==> src/rtl/hazard_pkg.sv <==
// rtl/hazard_pkg.sv - shared types and constants for the pipeline hazard controller
package hazard_pkg;

    // Default register-file address width of the datapath
    localparam int REG_AW_DEF = 5;

    // Canonical NOP (addi x0, x0, 0) that the pipeline registers load on a flush or bubble
    localparam logic [31:0] NOP_INSTR = 32'h0000_0013;

    // Hazard controller FSM states
    typedef enum logic [1:0] {
        RUN        = 2'd0,
        LOAD_STALL = 2'd1,
        MEM_WAIT   = 2'd2
    } hz_state_e;

endpackage

==> src/rtl/sat_counter.sv <==
// rtl/sat_counter.sv - saturating up-counter with synchronous clear
module sat_counter #(
    parameter int W = 32
) (
    input  logic         clk_i,
    input  logic         reset_i,
    input  logic         en_i,
    output logic [W-1:0] count_o
);

    logic [W-1:0] count_q;
    logic [W-1:0] count_d;
    logic         at_max;

    assign at_max = &count_q;

    // Hold at all-ones so a long run never wraps back to a small value
    always_comb begin
        count_d = count_q;
        if (en_i && !at_max) begin
            count_d = count_q + {{(W-1){1'b0}}, 1'b1};
        end
    end

    // Count register, cleared synchronously
    always_ff @(posedge clk_i) begin
        if (reset_i) begin
            count_q <= '0;
        end else begin
            count_q <= count_d;
        end
    end

    assign count_o = count_q;

endmodule

==> src/rtl/hazard_control.sv <==
// rtl/hazard_control.sv - load-use stall, branch flush and memory-wait control for a 5-stage pipeline
module hazard_control
    import hazard_pkg::*;
#(
    parameter int CNT_W  = 32,
    parameter int REG_AW = REG_AW_DEF
) (
    input  logic              clk,
    input  logic              reset,
    input  logic [REG_AW-1:0] rs1ID,
    input  logic [REG_AW-1:0] rs2ID,
    input  logic              useRs1ID,
    input  logic              useRs2ID,
    input  logic [REG_AW-1:0] rdEX,
    input  logic              EscRegEX,
    input  logic              lwEX,
    input  logic              branchTakenEX,
    input  logic              memBusy,
    output logic              pcWrite,
    output logic              ifidWrite,
    output logic              ifidFlush,
    output logic              idexBubble,
    output logic              exmemWrite,
    output logic [CNT_W-1:0]  stallCount,
    output logic [CNT_W-1:0]  flushCount
);

    hz_state_e state_q;
    hz_state_e state_d;
    logic      flush_pend_q;
    logic      flush_pend_d;
    logic      stall_inc;
    logic      flush_inc;
    logic      load_use;
    logic      flush_now;

    // EscRegEX is active-low; a load targeting x0 never produces a value worth waiting for
    assign load_use = lwEX && !EscRegEX && (rdEX != '0) &&
                      ((useRs1ID && (rs1ID == rdEX)) || (useRs2ID && (rs2ID == rdEX)));

    // A flush deferred by a memory wait is replayed as soon as the memory is ready
    assign flush_now = branchTakenEX || flush_pend_q;

    // Next state and pipeline controls; memory wait outranks flush, flush outranks load-use
    always_comb begin
        pcWrite      = 1'b1;
        ifidWrite    = 1'b1;
        ifidFlush    = 1'b0;
        idexBubble   = 1'b0;
        exmemWrite   = 1'b1;
        state_d      = RUN;
        flush_pend_d = flush_pend_q;
        stall_inc    = 1'b0;
        flush_inc    = 1'b0;

        if (memBusy) begin
            // Freeze the whole pipeline; remember any branch so it is not lost
            pcWrite    = 1'b0;
            ifidWrite  = 1'b0;
            exmemWrite = 1'b0;
            state_d    = MEM_WAIT;
            stall_inc  = 1'b1;
            if (branchTakenEX) begin
                flush_pend_d = 1'b1;
            end
        end else if (flush_now) begin
            // Wrong-path instructions in IF/ID and ID/EX are discarded; PC takes the target
            ifidFlush    = 1'b1;
            idexBubble   = 1'b1;
            flush_inc    = 1'b1;
            flush_pend_d = 1'b0;
        end else if (load_use && (state_q != LOAD_STALL)) begin
            // One bubble lets the load reach MEM so WB forwarding can supply the consumer
            pcWrite    = 1'b0;
            ifidWrite  = 1'b0;
            idexBubble = 1'b1;
            stall_inc  = 1'b1;
            state_d    = LOAD_STALL;
        end
    end

    // FSM state and pending-flush registers
    always_ff @(posedge clk) begin
        if (reset) begin
            state_q      <= RUN;
            flush_pend_q <= 1'b0;
        end else begin
            state_q      <= state_d;
            flush_pend_q <= flush_pend_d;
        end
    end

    sat_counter #(
        .W (CNT_W)
    ) u_stall_cnt (
        .clk_i   (clk),
        .reset_i (reset),
        .en_i    (stall_inc),
        .count_o (stallCount)
    );

    sat_counter #(
        .W (CNT_W)
    ) u_flush_cnt (
        .clk_i   (clk),
        .reset_i (reset),
        .en_i    (flush_inc),
        .count_o (flushCount)
    );

endmodule

==> config.mk <==
export PLATFORM = sky130hd
export DESIGN_NAME = hazard_control
export DESIGN_NICKNAME = d
export VERILOG_FILES = /design/src/rtl/hazard_pkg.sv /design/src/rtl/sat_counter.sv /design/src/rtl/hazard_control.sv
export SDC_FILE = /design/constraint.sdc
export NUM_CORES = 1
export LEC_CHECK = 0
export BUFFER_PORTS_ARGS = -buffer_cell sky130_fd_sc_hd__buf_2
export CAP_MARGIN = 10
export CORE_UTILIZATION = 35
export CTS_BUF_LIST = sky130_fd_sc_hd__clkbuf_16
export CTS_CLUSTER_DIAMETER = 200
export CTS_CLUSTER_SIZE = 8
export DETAILED_ROUTE_END_ITERATION = 8
export HOLD_SLACK_MARGIN = 0.15
export PLACE_DENSITY_LB_ADDON = 0.2
export SYNTH_ARGS = -nofsm -noshare
export SYNTH_HDL_FRONTEND = slang
export SYNTH_SLANG_ARGS = --single-unit
==> constraint.sdc <==
create_clock -name clk -period 1.8 [get_ports clk]
set_input_delay 0.18 -clock clk [delete_from_list [all_inputs] [get_ports clk]]
set_output_delay 0.18 -clock clk [all_outputs]
set_load 0.005 [all_outputs]
==> summary.md <==
| Metric | Value |
|---|---|
| Outcome | complete, but fails checks |
| Violations in the final reports | setup timing |
| Largest net degree at the start of global routing | 30 |
| Synthesized flop and latch total | 67 |
| Netlist area before placement | 0.00346 mm^2 |
| CTS root buf | sky130_fd_sc_hd__clkbuf_16 |
| Worst Tran Pin Value | 0.605 ns |
| Number of fill cells in the layout | 840 |
| Cell Rows | 35 |
| Endpoint type of the worst setup path | flop |
| Number of clock buffers inserted by TritonCTS | 9 |
| Final number of hold-violating endpoints | 0 |
| Internal power consumption | 2.69 mW |
| Area of the multi-input gates | 0.00222 mm^2 |
| CP Data Required Time | 2.05 ns |
| Share of the yosys chip area belonging to registers | 38.7% |
| Final cycle utilization of the critical path | 106% |
| Final-layout setup total negative slack | -1.23 ns |
| Total congestion overflow after global routing | 0 |
| Worst VDD drop | 0.000422 V |
| Avg Inst Size Synth | 8.49 um^2 |
| Initial Utilization | 36.8% |
| Clock share of power | 49.4% |
| Start-to-end type of the worst setup path | flop to flop |
| Number of nets still failing antenna checks after routing | 0 |
| Leakage power | 2.39 nW |
| Die outline width | 101 um |
| Syn. warnings | 0 |
| Largest fanout on the critical path | 4 |
| Total routing usage reported by global routing | 20.2% |
| H-tree depth reported by CTS | 3 |
| Vias in the first global route | 3547 |
| Worst slack after detailed placement | -0.161 ns |
| Overall die area | 0.0103 mm^2 |
| Post-synthesis instance total | 408 |
| Max-slew violation count | 0 |
| Initial antenna violation count | 0 |
| Die outline height | 101 um |
| Fmax | 524 MHz |
| Yosys top cell area share | 38.7% |
| Number of synthesized flops with an enable pin | 0 |
| Routed via count divided by cell count | 5.10 |
| Residual DRC | 0 |
| Startpoint type of the worst setup path | flop |
| Mapped Nets | 433 |
| Post-route minimum period | 1.91 ns |
| Detailed Routing Iterations Pass 1 | 5 |
| Core Footprint | 0.00942 mm^2 |
| Share of flip-flops with an asynchronous set or reset | 0% |
| Quantity of I/O buffers inserted on ports | 91 |
| Worst-skew pair later-pin latency | 0.33 ns |
| Comb pwr share | 7.6% |
| Synth cell types | 53 |
| Worst-case setup margin in the final layout | -0.110 ns |
| Number of buffers between clock root and the deepest sink | 2 |
| Via Count | 3765 |
| RSZ-0062 raised after global routing | true |
| Slew headroom | 59.7% |
| Register area | 0.00137 mm^2 |
| Avg WL per Cell | 13.7 um |
| MaxCap Viol Count | 0 |
| Cell area power density | 636 mW/mm^2 |
| CTS tree | done |
| Final weighted congestion of routability-driven global placement | 0.826 |
| Synth cell count leaders | sky130_fd_sc_hd__dfxtp_1, sky130_fd_sc_hd__nor2_1, sky130_fd_sc_hd__nand2_1 |
| I/O pin count | 92 |
| Net Switching | 0.801 mW |
| Number of failing setup endpoints in the final timing report | 26 |
| Reg clk slew, reported paths | 0.06 ns |
| Iteration-0 DRC Markers | 73 |
| Arrival time of data at the critical path endpoint | 2.16 ns |
| Total power draw | 3.49 mW |
| Sum of routed wire length over all layers | 10100 um |
| Most common flop cell mapped by yosys | sky130_fd_sc_hd__dfxtp_1 |
| Top post-synthesis cells by area | sky130_fd_sc_hd__dfxtp_1, sky130_fd_sc_hd__xor2_1, sky130_fd_sc_hd__nor2_1 |
| Proportion of layout cells with a drive suffix above 1 | 49.1% |
| Global-route wire length before repair | 16500 um |
| Total number of nets in the final design | 629 |
| Count of antenna diodes in the layout | 0 |
| Switching part of the total | 22.9% |
| Clock Sinks | 67 |
| Hold/Removal Path Class | input pin to flop |
| Cell type contributing the most total cell area after synthesis | sky130_fd_sc_hd__dfxtp_1 |
| Power share of the sequential group | 43.0% |
| HPWL Detailed | 7100 um |
| Cell with the most instances after synthesis | sky130_fd_sc_hd__dfxtp_1 |
| Signed area change from the synthesized netlist to the final layout | 58.6% |
| Clk_skew | 0.00821 ns |
==> worst max-delay path: stages (launching register included) <==
cell                      delay (ns)
sky130_fd_sc_hd__dfxtp_1        0.37
sky130_fd_sc_hd__nand4_4        0.15
sky130_fd_sc_hd__nor4_4         0.36
sky130_fd_sc_hd__nor3b_2        0.23
sky130_fd_sc_hd__buf_4          0.16
sky130_fd_sc_hd__nand4_1        0.11
sky130_fd_sc_hd__or3_1          0.34
sky130_fd_sc_hd__a21oi_1        0.12
==> worst paths after layout <==
| check | start | endpoint | slack, ns | depth (start not counted) |
|---|---|---|---|---|
| min | memBusy | state_q[1] | 0.26 | 3 |
| min reg2reg | u_stall_cnt.count_o[22] | u_stall_cnt.count_o[22] | 0.52 | 2 |
| max reg2reg | u_stall_cnt.count_o[11] | u_stall_cnt.count_o[22] | -0.11 | 7 |
| max | u_stall_cnt.count_o[11] | u_stall_cnt.count_o[22] | -0.11 | 7 |
==> power by group through the flow <==
stage	combinational (mW)	clock, mW	sequential [mW]
after global placement	0.223	0	1.53
after detailed placement	0.228	0	1.53
after global routing	0.290	1.83	1.50
final	0.267	1.72	1.50
after floorplan	0.112	0	1.54
after CTS	0.256	1.77	1.50
==> area by class of cell <==
type | instances | share of cell area, %
timing repair buffer | 203 | 25.9
tap | 129 | 2.94
sequential | 67 | 25.0
clock buffer | 9 | 4.10
multi-input combinational | 318 | 40.4
inverter | 5 | 0.342
clock inverter | 7 | 1.25
==> cells in the final DEF, fill, tap and decap left out, types with 16 or more instances in the layout <==
master                    netlist  routed
sky130_fd_sc_hd__nand2_1       36      30
sky130_fd_sc_hd__buf_2          3      89
sky130_fd_sc_hd__nand4_1       23      23
sky130_fd_sc_hd__dfxtp_1       67      42
sky130_fd_sc_hd__dfxtp_2        0      25
sky130_fd_sc_hd__a21oi_1       30      24
sky130_fd_sc_hd__xnor2_1       17      16
sky130_fd_sc_hd__or3_1         20      17
sky130_fd_sc_hd__nor2_1        45      42
sky130_fd_sc_hd__nand3_1       19      16
sky130_fd_sc_hd__xor2_1        20      19
sky130_fd_sc_hd__buf_4          3      99
==> state kept, by name (all words and copies together) (netlist names) <==
name / flops
u_stall_cnt.count_o: 32
flush_pend_q: 1
u_flush_cnt.count_o: 32
state_q: 2
==> through the flow <==
step / hold slack, ns / utilization [%] / std cells / area (um^2)
2_1_floorplan: 0.257 / - / 408 / 3500
4_1_cts: 0.252 / 55.5 / 728 / 5230
3_3_place_gp: 0.432 / 50.9 / 708 / 4790
5_1_grt: 0.289 / 58.3 / 738 / 5490
6_report: 0.257 / 58.3 / 738 / 5490
3_5_place_dp: 0.433 / 50.9 / 708 / 4790
==> routing by layer <==
layer | part of all wire [%] | global-route usage (%)
met4 | 1.5 | 6.13
met1 | 44 | 24.2
met5 | 0 | 0
met2 | 51 | 36.7
met3 | 3.7 | 3.73
==> what timing repair did <==
action | 4_1_cts | 5_1_grt
pin swaps | 16 | 29
setup endpoints to repair | 26 | 44
gates cloned | 2 | 0
setup buffers | 1 | 12
resized for setup | 15 | 52
endpoints found under the hold margin | 1 | 0
hold buffers | 1 | 0
==> cells by family after synthesis <==
kind of cell / share of synthesized area, %
buffers and inverters: 3.36
xor gates and xnor gates: 9.36
and+or+nand+nor: 33.8
adders and majority gates: 0.722
AOI/OAI and AO/OA: 12.3
DFF: 38.7
muxes: 1.70
Note: power is estimated with default switching activity, not from simulation.
